$ cat src/rtl/mod_147_tx_cmd_sched.sv
// Clause 147 transmit command scheduler: arbitrates the tx_cmd slot between MAC data, PLCA
// BEACON/COMMIT and an internally timed HEARTBEAT; also owns the link_hold_timer.
module mod_147_tx_cmd_sched #(
  parameter int unsigned HB_PERIOD = 16,
  parameter int unsigned HB_LEN    = 4,
  parameter int unsigned HOLD_CNT  = 64,
  parameter int unsigned CW        = 8
) (
  input  logic       clk,
  input  logic       reset_n,
  input  logic       hb_enable,
  input  logic       tx_en,
  input  logic       plca_beacon_req,
  input  logic       plca_commit_req,
  input  logic       hold_start,
  output logic [1:0] tx_cmd,
  output logic       hb_active,
  output logic [7:0] hb_count,
  output logic       link_hold_timer_done
);

  localparam logic [1:0]    CmdBeacon = 2'b00;
  localparam logic [1:0]    CmdCommit = 2'b01;
  localparam logic [1:0]    CmdHb     = 2'b10;
  localparam logic [1:0]    CmdNone   = 2'b11;
  localparam logic [CW-1:0] PeriodLast = CW'(HB_PERIOD - 1);
  localparam logic [CW-1:0] LenLast    = CW'(HB_LEN - 1);
  localparam logic [CW-1:0] HoldLoad   = CW'(HOLD_CNT);

  typedef enum logic [1:0] {StIdle, StWait, StSend} state_e;

  state_e          state_q, state_d;
  logic [CW-1:0]   period_q, period_d;
  logic [CW-1:0]   len_q, len_d;
  logic            hb_done;
  logic            busy;
  logic [1:0]      cmd_d;
  logic [1:0]      cmd_q;
  logic            hb_active_q;
  logic [7:0]      hb_count_q;
  logic [CW-1:0]   hold_q;
  logic            running_q;
  logic            done_q;

  assign busy = tx_en | plca_beacon_req | plca_commit_req;

  always_comb begin
    state_d  = state_q;
    period_d = period_q;
    len_d    = len_q;
    hb_done  = 1'b0;
    if (!hb_enable) begin
      state_d  = StIdle;
      period_d = '0;
      len_d    = '0;
    end else begin
      unique case (state_q)
        StIdle: begin
          state_d  = StWait;
          period_d = '0;
        end
        StWait: begin
          // Any activity restarts the idle interval, so a heartbeat never preempts.
          if (busy) begin
            period_d = '0;
          end else if (period_q == PeriodLast) begin
            state_d = StSend;
            len_d   = '0;
          end else begin
            period_d = period_q + CW'(1);
          end
        end
        StSend: begin
          if (busy) begin
            state_d  = StWait;
            period_d = '0;
          end else if (len_q == LenLast) begin
            state_d  = StWait;
            period_d = '0;
            hb_done  = 1'b1;
          end else begin
            len_d = len_q + CW'(1);
          end
        end
        default: state_d = StIdle;
      endcase
    end
  end

  always_comb begin
    cmd_d = CmdNone;
    if (tx_en) begin
      cmd_d = CmdNone;
    end else if (plca_beacon_req) begin
      cmd_d = CmdBeacon;
    end else if (plca_commit_req) begin
      cmd_d = CmdCommit;
    end else if (state_d == StSend) begin
      cmd_d = CmdHb;
    end
  end

  always_ff @(posedge clk) begin
    if (!reset_n) begin
      state_q     <= StIdle;
      period_q    <= '0;
      len_q       <= '0;
      cmd_q       <= CmdNone;
      hb_active_q <= 1'b0;
      hb_count_q  <= '0;
    end else begin
      state_q     <= state_d;
      period_q    <= period_d;
      len_q       <= len_d;
      cmd_q       <= cmd_d;
      hb_active_q <= (state_d == StSend);
      if (hb_done && (hb_count_q != 8'hFF)) begin
        hb_count_q <= hb_count_q + 8'd1;
      end
    end
  end

  // A start pulse always wins, including on the cycle the count would expire.
  always_ff @(posedge clk) begin
    if (!reset_n) begin
      hold_q    <= '0;
      running_q <= 1'b0;
      done_q    <= 1'b0;
    end else if (hold_start) begin
      hold_q    <= HoldLoad;
      running_q <= 1'b1;
      done_q    <= 1'b0;
    end else if (running_q) begin
      if (hold_q == CW'(1)) begin
        hold_q    <= '0;
        running_q <= 1'b0;
        done_q    <= 1'b1;
      end else begin
        hold_q <= hold_q - CW'(1);
      end
    end
  end

  assign tx_cmd               = cmd_q;
  assign hb_active            = hb_active_q;
  assign hb_count             = hb_count_q;
  assign link_hold_timer_done = done_q;

endmodule
$ cat config.mk
export PLATFORM = sky130hd
export DESIGN_NAME = mod_147_tx_cmd_sched
export DESIGN_NICKNAME = d
export VERILOG_FILES = /design/src/rtl/mod_147_tx_cmd_sched.sv
export SDC_FILE = /design/constraint.sdc
export NUM_CORES = 1
export LEC_CHECK = 0
export BUFFER_PORTS_ARGS = -buffer_cell sky130_fd_sc_hd__buf_2
export CORE_ASPECT_RATIO = 1.1
export CORE_MARGIN = 4
export CORE_UTILIZATION = 25
export CTS_BUF_LIST = sky130_fd_sc_hd__clkbuf_8
export DETAILED_ROUTE_END_ITERATION = 10
export HOLD_SLACK_MARGIN = 0.1
export SLEW_MARGIN = 5
export SYNTH_ARGS = -nofsm -noshare
export SYNTH_HDL_FRONTEND = slang
export SYNTH_SLANG_ARGS = --single-unit
$ cat constraint.sdc
create_clock -name clk -period 3.05 [get_ports clk]
set_input_delay 0.61 -clock clk [delete_from_list [all_inputs] [get_ports clk]]
set_output_delay 0.61 -clock clk [all_outputs]
set_load 0.1 [all_outputs]
== Word level (Yosys, flattened, before mapping) ==
Index checks and enable logic that the tools add are counted.

* Add/sub/neg operators: 4
* Eq/ne operators: 13
* Mux-type cells: 29
* Bitwise logic cells: 3
* Reduce and logical (&&, ||, !) cells: 11

{| class="wikitable"
|+ Operators with widths
! cell !! count
|-
| $mux 8 || 9
|-
| $add 8x1->8 const B || 3
|-
| $pmux 8 s3 || 1
|-
| $pmux 8 s2 || 1
|-
| $mux 2 || 7
|-
| $mux 7 || 2
|-
| $eq 8x1->1 const B || 1
|-
| $eq 8x2->1 const B || 1
|-
| $eq 8x4->1 const B || 1
|-
| $mux 1 || 8
|-
| $ne 2x2->1 const B || 4
|-
| $ne 8x8->1 const B || 1
|-
| $sub 8x1->8 const B || 1
|-
| $ne 3x3->1 const B || 2
|-
| $pmux 2 s3 || 1
|-
| $reduce_and 5->1 || 1
|-
| $eq 2x2->1 const B || 2
|-
| $reduce_and 2->1 || 2
|-
| $reduce_bool 2->1 || 2
|-
| $reduce_or 2->1 || 2
|-
| $reduce_and 3->1 || 1
|-
| $reduce_bool 3->1 || 1
|-
| $eq 2x1->1 const B || 1
|-
| $logic_not 2->1 || 1
|-
| 3 further kinds || 4
|}

* Flip-flop bits (word level): 39
* Input bits: 7
* Output and inout port bits: 12
* Logic and storage cells: 70

== Depth between registers and ports, before layout ==
* Word-level depth: 9
* Depth in mapped cells: 7
* Mapped depth without buffers: 6

== Worst setup path before layout ==
Ideal clock, no wire load.

* Path kind: register to register
* Start point: reg hb_count_q[0], in the netlist hb_count[0]
* End point: reg hb_count_q[2], in the netlist hb_count[2]
* Library setup time: 0.122 ns
* Arrival time: 2.064 ns
* Required time: 2.928 ns
* Setup slack: 0.864 ns
* Cell stages (with the launch flop): 6
* Buffers on the path: 1
* Clock period less this slack: 2.186 ns
* Cells stage by stage: dfxtp_1 -> ha_1 -> and4_1 -> clkbuf_1 -> or4_1 -> mux2i_1

* Cells in the longest elaborated chain, start to end: 2
* Elaborated cells on any way between the ends: 3
* Those cells by class: 1 x add/sub; 1 x eq/ne; 1 x reduce/logical

{| class="wikitable"
|+ Ends and longest elaborated chain
! element !! RTL line !! text
|-
| from (decl) || 40 || <nowiki>logic [7:0] hb_count_q;</nowiki>
|-
| from (signal assigned) || 118 || <nowiki>hb_count_q <= hb_count_q + 8'd1;</nowiki>
|-
| branches (longest 2 deep; another with $add 8x1->8) || -- ||
|}

Parallel ways; which one is timed is not known.
A chain may end at the register's enable or synchronous reset.

== Worst setup path in the final report ==
* Start point: reg len_q[0]
* End point: reg period_q[3]

* Cells in the longest elaborated chain, start to end: 3

{| class="wikitable"
|+ Ends and longest elaborated chain
! element !! RTL line !! text
|-
| from (decl) || 34 || <nowiki>logic [CW-1:0] len_q, len_d;</nowiki>
|-
| from (signal assigned) || 114 || <nowiki>len_q <= len_d;</nowiki>
|-
| $eq 8x2->1 || 77 || <nowiki>end else if (len_q == LenLast) begin</nowiki>
|-
| $ne 3x3->1 (no line) || -- ||
|-
| $reduce_and 3->1 (no line) || -- ||
|-
| to (signal assigned) || 113 || <nowiki>period_q <= period_d;</nowiki>
|-
| to (decl) || 33 || <nowiki>logic [CW-1:0] period_q, period_d;</nowiki>
|}

No other way between the ends.

==> impl_metrics.env <==
export IMPL_status="completed"
export IMPL_fin_crit_ns=2.14
export IMPL_fin_util_pct=30.0
export IMPL_crit_fanout=5
export IMPL_maxCapViolCount=0
export IMPL_drc_errors=0
export IMPL_placed_area_um2=2240
export IMPL_clock_skew_ns=0.00871
export IMPL_cts_buffers=5
export IMPL_synth_cells=234
export IMPL_ys_ff_latch=39
export IMPL_hold_violations=0
export IMPL_finalNetCount=265
export IMPL_clk_pin_slew_worst_paths_ns=0.08
export IMPL_worstHoldPathType="reg2reg"
export IMPL_critPathCaptureType="flip-flop"
export IMPL_n_fill_cell=870
export IMPL_grt_use_total_pct=9.91
export IMPL_clk_latency_ns=0.29
export IMPL_tightest_slew_ns=0.730
export IMPL_power_leakage_uw=0.000844
export IMPL_drt_initial_drc_count=95
export IMPL_routed_wl_um=4670
export IMPL_cts_hold_fix_buffers=0
export IMPL_synth_cell_types=53
export IMPL_cts_buffer_depth=2
export IMPL_relSlewSlack_pct=51.0
export IMPL_cts_root_buf="clkbuf_8"
export IMPL_report_final_slew_viol_count=0
export IMPL_syn_nets=246
export IMPL_fin_hold_ws_ns=0.487
export IMPL_start_kind="flip-flop"
export IMPL_rsz0062_at_grt="no"
export IMPL_antenna_found_initial=0
export IMPL_initial_core_util_pct=25.7
export IMPL_p_int_uw=867
export IMPL_ios=19
export IMPL_dr_total_vias=1814
export IMPL_fin_tns_setup_ns=0
export IMPL_first_pass_iters=4
export IMPL_grt_pass1_vias=1660
export IMPL_worstPathArrival_ns=2.32
export IMPL_dp_cells=354
export IMPL_ant_nets=0
export IMPL_yosysWarnings=0
export IMPL_fin_cells=362
export IMPL_cts_repair_resized=0
export IMPL_async_flop_share_pct=0
export IMPL_swShare_pct=21.8
export IMPL_hpwl_um=3500
export IMPL_synth_edf_count=0
export IMPL_drive_gt1_share_pct=14.2
export IMPL_numClockSinks=39
export IMPL_peakVddDrop_uv=186
export IMPL_required_ns=3.23
export IMPL_grt_start_max_net_pins=16
export IMPL_postLayoutCellArea_um2=2370
export IMPL_via_per_inst=5.01
export IMPL_grt_pass1_wl_um=7790
export IMPL_post_cts_setup_buffers=0
export IMPL_core_um2=7910
export IMPL_die_area_um2=9640
export IMPL_die_h_um=103
export IMPL_yosysSeqAreaShare_pct=38.4
export IMPL_ys_flop_type="dfxtp_1"
export IMPL_portBuffers=18
export IMPL_combPwrFrac_pct=6.7
export IMPL_syn2layout_area_growth_pct=16.7
export IMPL_tritoncts="yes"
export IMPL_critical_path_class="reg2reg"
export IMPL_syn_area_um2=2030
export IMPL_seqPwrFrac_pct=47.5
export IMPL_syn_avg_cell_area_um2=8.68
export IMPL_diodes=0
export IMPL_powerDensity_nw_per_um2=468
export IMPL_fin_crit_sh_pct=70.3
export IMPL_htreeDepth=2
export IMPL_grt_overflow_total=0
export IMPL_setup_viol=0
export IMPL_clkPwrFrac_pct=45.8
export IMPL_max_freq_ghz=0.466
export IMPL_wl_per_cell_um=12.9
export IMPL_std_cell_rows=34
export IMPL_finalWeightedCongestion=0.782
export IMPL_floorplan_die_width_um=94.0
export IMPL_power_switching_uw=242
## synth_stat cells, types with 5 or more instances
| library cell | number | area [um2] |
|---|---|---|
| a21oi_1 | 12 | 60.1 |
| clkbuf_1 | 7 | 26.3 |
| nand2b_1 | 12 | 75.1 |
| inv_1 | 7 | 26.3 |
| nor2_1 | 17 | 63.8 |
| o21ai_0 | 5 | 25.0 |
| nor3_1 | 7 | 35.0 |
| nor4_1 | 5 | 31.3 |
| ha_1 | 5 | 62.6 |
| nand2_1 | 24 | 90.1 |
| and4_1 | 5 | 43.8 |
| dfxtp_1 | 39 | 781 |
| nand3_1 | 14 | 70.1 |
| or3_1 | 6 | 37.5 |
| mux2i_1 | 11 | 110 |
## flip-flops by register name (all words and copies together), names as in the netlist
signal                flops
tx_cmd                    2
hb_active                 1
hb_count                  8
state_q                   2
link_hold_timer_done      1
running_q                 1
len_q                     8
period_q                  8
hold_q                    8
## power by group through the flow
stage	Clock (uW)	Sequential (uW)	Combinational, uW
after CTS	524	526	74.8
after detailed placement	0	538	74.6
after global routing	545	528	83.1
after global placement	0	538	73.6
after floorplan	0	545	47.0
final	508	526	74.0
## worst paths after layout
path	cells after the start	startpoint	endpoint	slack [ns]
max	5	len_q[0]	period_q[3]	0.91
min	2	len_q[1]	len_q[1]	0.49
max reg2reg	5	len_q[0]	period_q[3]	0.91
min reg2reg	2	len_q[1]	len_q[1]	0.49
## final cells by class
type,count,area (um2),share of cell area (%)
clock inverters,3,63.8,2.69
clock buffers,5,68.8,2.90
inverters,8,30.0,1.27
repair buffers,19,97.6,4.12
flip-flops and latches,39,781,32.9
well taps,108,135,5.70
multi-input cells,180,1190,50.4
## cells in the final DEF, fill, tap and decap left out, types with 3 or more instances in the layout
cell type and count:
and4_1 5, dfxtp_1 39, a31oi_1 3, nor3_1 7, nor2_1 17, buf_2 18, nand4_1 3, a211oi_1 3
o21ai_0 5, ha_1 5, xnor2_1 3, nor4_1 5, clkbuf_8 5, nand3_1 14, a21oi_1 12, or3_1 6
mux2i_1 11, inv_1 8, nand2b_1 12, nand2_1 24, nor2b_1 3
## metal layers
metal	up-vias	wire length [um]	GRT usage [%]
met5	-	0	0
met4	0	12	1.67
met3	2	194	2.55
met2	32	2120	15.9
met1	868	2340	13.7
li1	912	-	-
## through the flow
step	setup slack [ns]	power, uW
3_5_place_dp	0.714	613
5_1_grt	0.761	1160
3_3_place_gp	0.731	611
6_report	0.905	1110
4_1_cts	0.903	1120
2_1_floorplan	0.864	592
## cell families (layout without fill, tap and decap cells)
group	after synthesis	count (layout)	share of synthesized area [%]
buffers and inverters	15	35	2.77
XOR/XNOR	5	5	2.16
multiplexers	11	11	5.42
flip-flops	39	39	38.4
AO/OA/AOI/OAI	43	43	15.4
AND/OR/NAND/NOR	116	116	32.8
adder cells (fa/ha/maj)	5	5	3.08
## critical path: stages (launching register included)
cell and delay [ns]:
dfxtp_1 0.38, ha_1 0.26, or4b_4 0.51, o211a_1 0.30, or3_4 0.37, o221a_1 0.22
Power figures use the tool's default switching activity.
